===== config.mk =====
export PLATFORM = sky130hd
export DESIGN_NAME = cu_multicycle
export DESIGN_NICKNAME = d
export VERILOG_FILES = /design/src/rtl/cu_multicycle.sv
export SDC_FILE = /design/constraint.sdc
export NUM_CORES = 1
export LEC_CHECK = 0
export ABC_AREA = 1
export BUFFER_PORTS_ARGS = -buffer_cell sky130_fd_sc_hd__buf_2
export CAP_MARGIN = 5
export CORE_ASPECT_RATIO = 2
export CORE_UTILIZATION = 40
export DETAILED_ROUTE_END_ITERATION = 8
export PLACE_DENSITY = 0.7
export SYNTH_ARGS = -nofsm -noshare
export SYNTH_HDL_FRONTEND = slang
export SYNTH_SLANG_ARGS = --single-unit

===== constraint.sdc =====
create_clock -name clk -period 1.3 [get_ports clk]
set_clock_uncertainty 0.05 [all_clocks]
set_input_delay 0 -clock clk [delete_from_list [all_inputs] [get_ports clk]]
set_output_delay 0 -clock clk [all_outputs]
set_load 0.05 [all_outputs]

===== src/rtl/cu_multicycle.sv =====
// Multicycle control unit: fetch/decode/execute/memory/writeback sequencing for a
// small 16-opcode ISA, with sticky illegal-opcode flag and retired-instruction count.
//
// state  | meaning
// -------+-----------------------------------------------------------
// FETCH  | request instruction at PC, latch opcode when memory is ready
// DECODE | classify opcode, count retirement or flag illegal
// EXEC   | ALU operation / address compute / branch resolution
// MEM    | data load or store at ALU address, wait for memory
// WB     | one-cycle register write from ALU, memory or immediate
// HALT   | parked until reset
module cu_multicycle #(
  parameter int INSTR_W = 16,
  parameter int OPC_W   = 4,
  parameter int CNT_W   = 16
) (
  input  logic               clk,
  input  logic               rst,
  input  logic [INSTR_W-1:0] instr,
  input  logic               mem_ready,
  input  logic               alu_zero,
  output logic [OPC_W-1:0]   opcode,
  output logic [2:0]         state,
  output logic               mem_req,
  output logic               mem_we,
  output logic               addr_sel,
  output logic               ir_load,
  output logic               pc_inc,
  output logic               pc_load,
  output logic               reg_we,
  output logic [1:0]         alu_op,
  output logic [1:0]         wb_sel,
  output logic               illegal,
  output logic               halted,
  output logic [CNT_W-1:0]   instr_count
);

  typedef enum logic [2:0] {
    S_FETCH  = 3'd0,
    S_DECODE = 3'd1,
    S_EXEC   = 3'd2,
    S_MEM    = 3'd3,
    S_WB     = 3'd4,
    S_HALT   = 3'd5
  } state_t;

  localparam logic [OPC_W-1:0] OP_NOP  = OPC_W'(0);
  localparam logic [OPC_W-1:0] OP_ADD  = OPC_W'(1);
  localparam logic [OPC_W-1:0] OP_SUB  = OPC_W'(2);
  localparam logic [OPC_W-1:0] OP_AND  = OPC_W'(3);
  localparam logic [OPC_W-1:0] OP_OR   = OPC_W'(4);
  localparam logic [OPC_W-1:0] OP_LDI  = OPC_W'(5);
  localparam logic [OPC_W-1:0] OP_LD   = OPC_W'(6);
  localparam logic [OPC_W-1:0] OP_ST   = OPC_W'(7);
  localparam logic [OPC_W-1:0] OP_JMP  = OPC_W'(8);
  localparam logic [OPC_W-1:0] OP_BEQ  = OPC_W'(9);
  localparam logic [OPC_W-1:0] OP_HALT = '1;

  state_t state_q, state_d;

  logic is_alu, is_ldi, is_ld, is_st, is_jmp, is_beq, is_nop, is_halt, is_legal;

  // Operand fields of the instruction word belong to the datapath, not to this block.
  logic instr_operand_unused;
  assign instr_operand_unused = ^instr[INSTR_W-OPC_W-1:0];

  assign is_alu   = (opcode == OP_ADD) || (opcode == OP_SUB) ||
                    (opcode == OP_AND) || (opcode == OP_OR);
  assign is_ldi   = (opcode == OP_LDI);
  assign is_ld    = (opcode == OP_LD);
  assign is_st    = (opcode == OP_ST);
  assign is_jmp   = (opcode == OP_JMP);
  assign is_beq   = (opcode == OP_BEQ);
  assign is_nop   = (opcode == OP_NOP);
  assign is_halt  = (opcode == OP_HALT);
  assign is_legal = is_alu || is_ldi || is_ld || is_st || is_jmp || is_beq ||
                    is_nop || is_halt;

  assign state  = state_q;
  assign halted = (state_q == S_HALT);

  always_ff @(posedge clk) begin
    if (rst) begin
      state_q     <= S_FETCH;
      opcode      <= '0;
      illegal     <= 1'b0;
      instr_count <= '0;
    end else begin
      state_q <= state_d;
      if (state_q == S_FETCH && mem_ready)
        opcode <= instr[INSTR_W-1 -: OPC_W];
      if (state_q == S_DECODE) begin
        if (is_legal) instr_count <= instr_count + CNT_W'(1);
        else          illegal     <= 1'b1;
      end
    end
  end

  always_comb begin
    state_d  = state_q;
    mem_req  = 1'b0;
    mem_we   = 1'b0;
    addr_sel = 1'b0;
    ir_load  = 1'b0;
    pc_inc   = 1'b0;
    pc_load  = 1'b0;
    reg_we   = 1'b0;
    alu_op   = 2'b00;
    wb_sel   = 2'b00;

    case (state_q)
      S_FETCH: begin
        mem_req = 1'b1;
        if (mem_ready) begin
          ir_load = 1'b1;
          pc_inc  = 1'b1;
          state_d = S_DECODE;
        end
      end
      S_DECODE: begin
        if (is_halt)                 state_d = S_HALT;
        else if (is_ldi)             state_d = S_WB;
        else if (is_nop || !is_legal) state_d = S_FETCH;
        else                         state_d = S_EXEC;
      end
      S_EXEC: begin
        // BEQ compares by subtraction; address and jump paths use ADD.
        if (opcode == OP_SUB || opcode == OP_BEQ) alu_op = 2'b01;
        else if (opcode == OP_AND)                alu_op = 2'b10;
        else if (opcode == OP_OR)                 alu_op = 2'b11;
        pc_load = is_jmp || (is_beq && alu_zero);
        if (is_alu)              state_d = S_WB;
        else if (is_ld || is_st) state_d = S_MEM;
        else                     state_d = S_FETCH;
      end
      S_MEM: begin
        mem_req  = 1'b1;
        addr_sel = 1'b1;
        mem_we   = is_st;
        if (mem_ready) state_d = is_ld ? S_WB : S_FETCH;
      end
      S_WB: begin
        reg_we  = 1'b1;
        wb_sel  = is_ld ? 2'b01 : (is_ldi ? 2'b10 : 2'b00);
        state_d = S_FETCH;
      end
      S_HALT:  state_d = S_HALT;
      default: state_d = S_FETCH;
    endcase

    // Reset abandons any in-flight memory transaction immediately.
    if (rst) begin
      mem_req  = 1'b0;
      mem_we   = 1'b0;
      addr_sel = 1'b0;
      ir_load  = 1'b0;
      pc_inc   = 1'b0;
      pc_load  = 1'b0;
      reg_we   = 1'b0;
      alu_op   = 2'b00;
      wb_sel   = 2'b00;
    end
  end

endmodule

==> qor.yml <==
critical_path:
  start_kind: "flip-flop"
  worstSetupStartpoint: "state[1]$_SDFFE_PP0P_"
  timing.critical_path.to_type: "output pin"
  path_max_fanout: 3
  cp_data_arrival_time_ps: 1400
  path_class: "flip-flop to output pin"
  required_ps: 1250
  reg2reg_from: "state[1]$_SDFFE_PP0P_"
die:
  dieHeight_um: 86.2
  core_sq_mm: 0.00338
  die_w_um: 44.1
  ios: 56
  initial_core_util_pct: 42.0
  die-area_sq_mm: 0.00380
  std_cell_rows: 30
clocking:
  numCtsBuffers: 3
  tritoncts: "yes"
  cts_sinks: 24
  htree_levels: 1
  cts_root_buffer: "clkbuf_8"
  clk_pin_slew_ps: 80
  clock_path_buffers: 2
  clk_latency_ps: 270
pwr:
  p_per_area_mw_per_mm2: 892
  switching_share_pct: 37.7
  cellInternalPower_mw: 1.33
  p_leak_nw: 1.07
  worst_ir_drop_vdd_mv: 0.724
  pwr-share-comb_pct: 39.8
  p_seq_share_pct: 39.3
  switchingPower_mw: 0.804
  power_frac_clock_pct: 20.9
global_routing:
  grt_max_degree: 16
  grt_use_met3_pct: 1.25
  antenna_found_initial: 0
  grt_pass1_wl_mm: 6.93
  grt-ovfl-total: 0
  met2_usage_pct: 46.4
  use_met1_pct: 24.3
  grt.busiest_layer: "met2"
  grt_pass1_vias: 1610
  track_usage_pct: 23.6
sta:
  final-setup-viol-count: 19
  setup_slack_ps: -150
  min_period_ps: 1450
  final.period_utilization_pct: 112
  slew_violations: 0
  slew_headroom_pct: 78.1
  fmaxAchievable_ghz: 0.690
  tightest_slew_ps: 325
  hold_violations: 0
  fin_tns_setup_ps: -1330
  whs_ps: 45.7
  rsz0062_at_grt: "true"
cells_and_area:
  n_antenna_cell: 0
  fillerInstances: 283
  final-instance-count-excl-fill: 343
  final_area_sq_mm: 0.00239
  final_cell_mix: "58 x nand2_1, 32 x buf_2, 26 x buf_4, 24 x inv_1, 21 x nor2_1"
  syn_to_final_growth_pct: 68.5
  mostFrequentLayoutCell: "nand2_1"
  drive_gt1_share_pct: 49.8
  num-nets-final: 333
worst_hold_path:
  min_from: "mem_ready"
  hold_path_class: "primary input to flip-flop"
logic_synthesis:
  syn_area_sq_mm: 0.00142
  yosysTopAreaCellShare_pct: 33.9
  synth.area.top_cells: "dfxtp_1 34%, nand2_1 17%, inv_1 8.5%"
  yosysUniqueCellTypes: 26
  ys_warn_count: 0
  yosys.area.top_type: "dfxtp_1"
  ys_seq_elements: 24
  synth_nets: 249
  seq_area_frac_synth_pct: 33.9
  syn_inst: 228
  avgSynthCellArea_sq_um: 6.22
detailed_routing:
  vias: 1751
  wirelength_mm: 4.38
  drt_pass1_iterations: 6
  drtAntennaViolNets: 0
  drc: 0
  viasPerCell: 5.10
  wl_per_cell_um: 12.8
  initialDrtViolationCount: 38
status:
  failed_checks: "negative setup slack"
  status: "finished with violations"
place:
  placed_cell_area_sq_mm: 0.00204
  gp_congestion: 0.887
  dp.cells: 327
  portBuffers: 43
  dp_hpwl_mm: 3.18
flow_run:
  maxCapViolCount: 0
-- cell usage after synthesis, drive strengths merged --
cell,count
a21oi,19
buf,3
clkbuf,1
dfxtp,24
ha,1
inv,32
nand2,69
nand3,11
nand4,7
nor2,33
nor3,5
nor4,2
o21a,2
o21ai,16
o21bai,1
xnor2,1
xor2,1
-- repair_timing --
action | in CTS | in global routing
buffers inserted | 3 | 4
gates resized for setup | 53 | 17
hold endpoints to repair | 4 | 0
gates cloned | 1 | 0
setup endpoints to repair | 25 | 35
pin swaps | 4 | 8
hold buffers | 4 | 0
-- through the flow --
step / util, % / power [mW] / setup slack (ps)
final: 70.8 / 2.13 / -150
after global routing: 70.8 / 2.24 / -218
after CTS: 68.3 / 2.07 / -164
after detailed placement: 60.3 / 1.53 / -66.6
after global placement: 60.3 / 1.52 / -24.7
after floorplan: - / 1.29 / -222
-- worst max-delay path: stages, from the launching register on --
cell	delay, ps
dfxtp_4	360
buf_12	120
nor2_4	120
inv_2	50
nor3_4	120
inv_2	90
nor2_4	110
buf_6	160
-- worst paths after layout --
kind / cells past startpoint / to / slack (ps)
worst min register to register: 2 / instr_count[2]$_SDFFE_PP0P_ / 420
worst max register to register: 9 / instr_count[10]$_SDFFE_PP0P_ / -60
worst min-delay path: 4 / state[0]$_SDFFE_PP0P_ / 50
worst max-delay path: 7 / wb_sel[0] / -150
-- sequential cells by signal, summed over array words and instances (netlist names) --
register and flops:
state 3, instr_count 16, illegal 1, opcode 4
-- cell families (layout without fill, tap and decap cells) --
family | count (synthesis) | count (layout) | share of synthesized area, %
xor gates and xnor gates | 2 | 2 | 1.23
DFF | 24 | 24 | 33.9
and+or+nand+nor | 127 | 128 | 38.9
buffers and inverters | 36 | 118 | 10.4
AOI/OAI and AO/OA | 38 | 38 | 14.7
adders and majority gates | 1 | 1 | 0.882
-- power by group through the flow --
stage                     clock [mW]  combinational, mW  sequential (mW)
after floorplan                    0              0.310            0.976
final                          0.446              0.850            0.838
after global routing           0.486              0.906            0.845
after detailed placement           0              0.678            0.847
after CTS                      0.458              0.780            0.837
after global placement             0              0.675            0.844
-- metal layers --
metal / vias to the layer above / part of all wire (%)
met5: - / 0
met4: 0 / 2.9
met3: 10 / 3.1
met2: 47 / 58
met1: 793 / 36
li1: 901 / -
-- area by class of cell --
| cell class | instances | area, sq um | share of cell area, % |
|---|---|---|---|
| Multi-Input combinational cell | 169 | 992 | 41.5 |
| Tap cell | 32 | 40.0 | 1.67 |
| Inverter | 32 | 133 | 5.55 |
| Clock buffer | 3 | 41.3 | 1.73 |
| Sequential cell | 24 | 533 | 22.3 |
| Timing Repair Buffer | 82 | 648 | 27.1 |
| Clock inverter | 1 | 3.75 | 0.157 |
(Power assumes the default switching activity.)
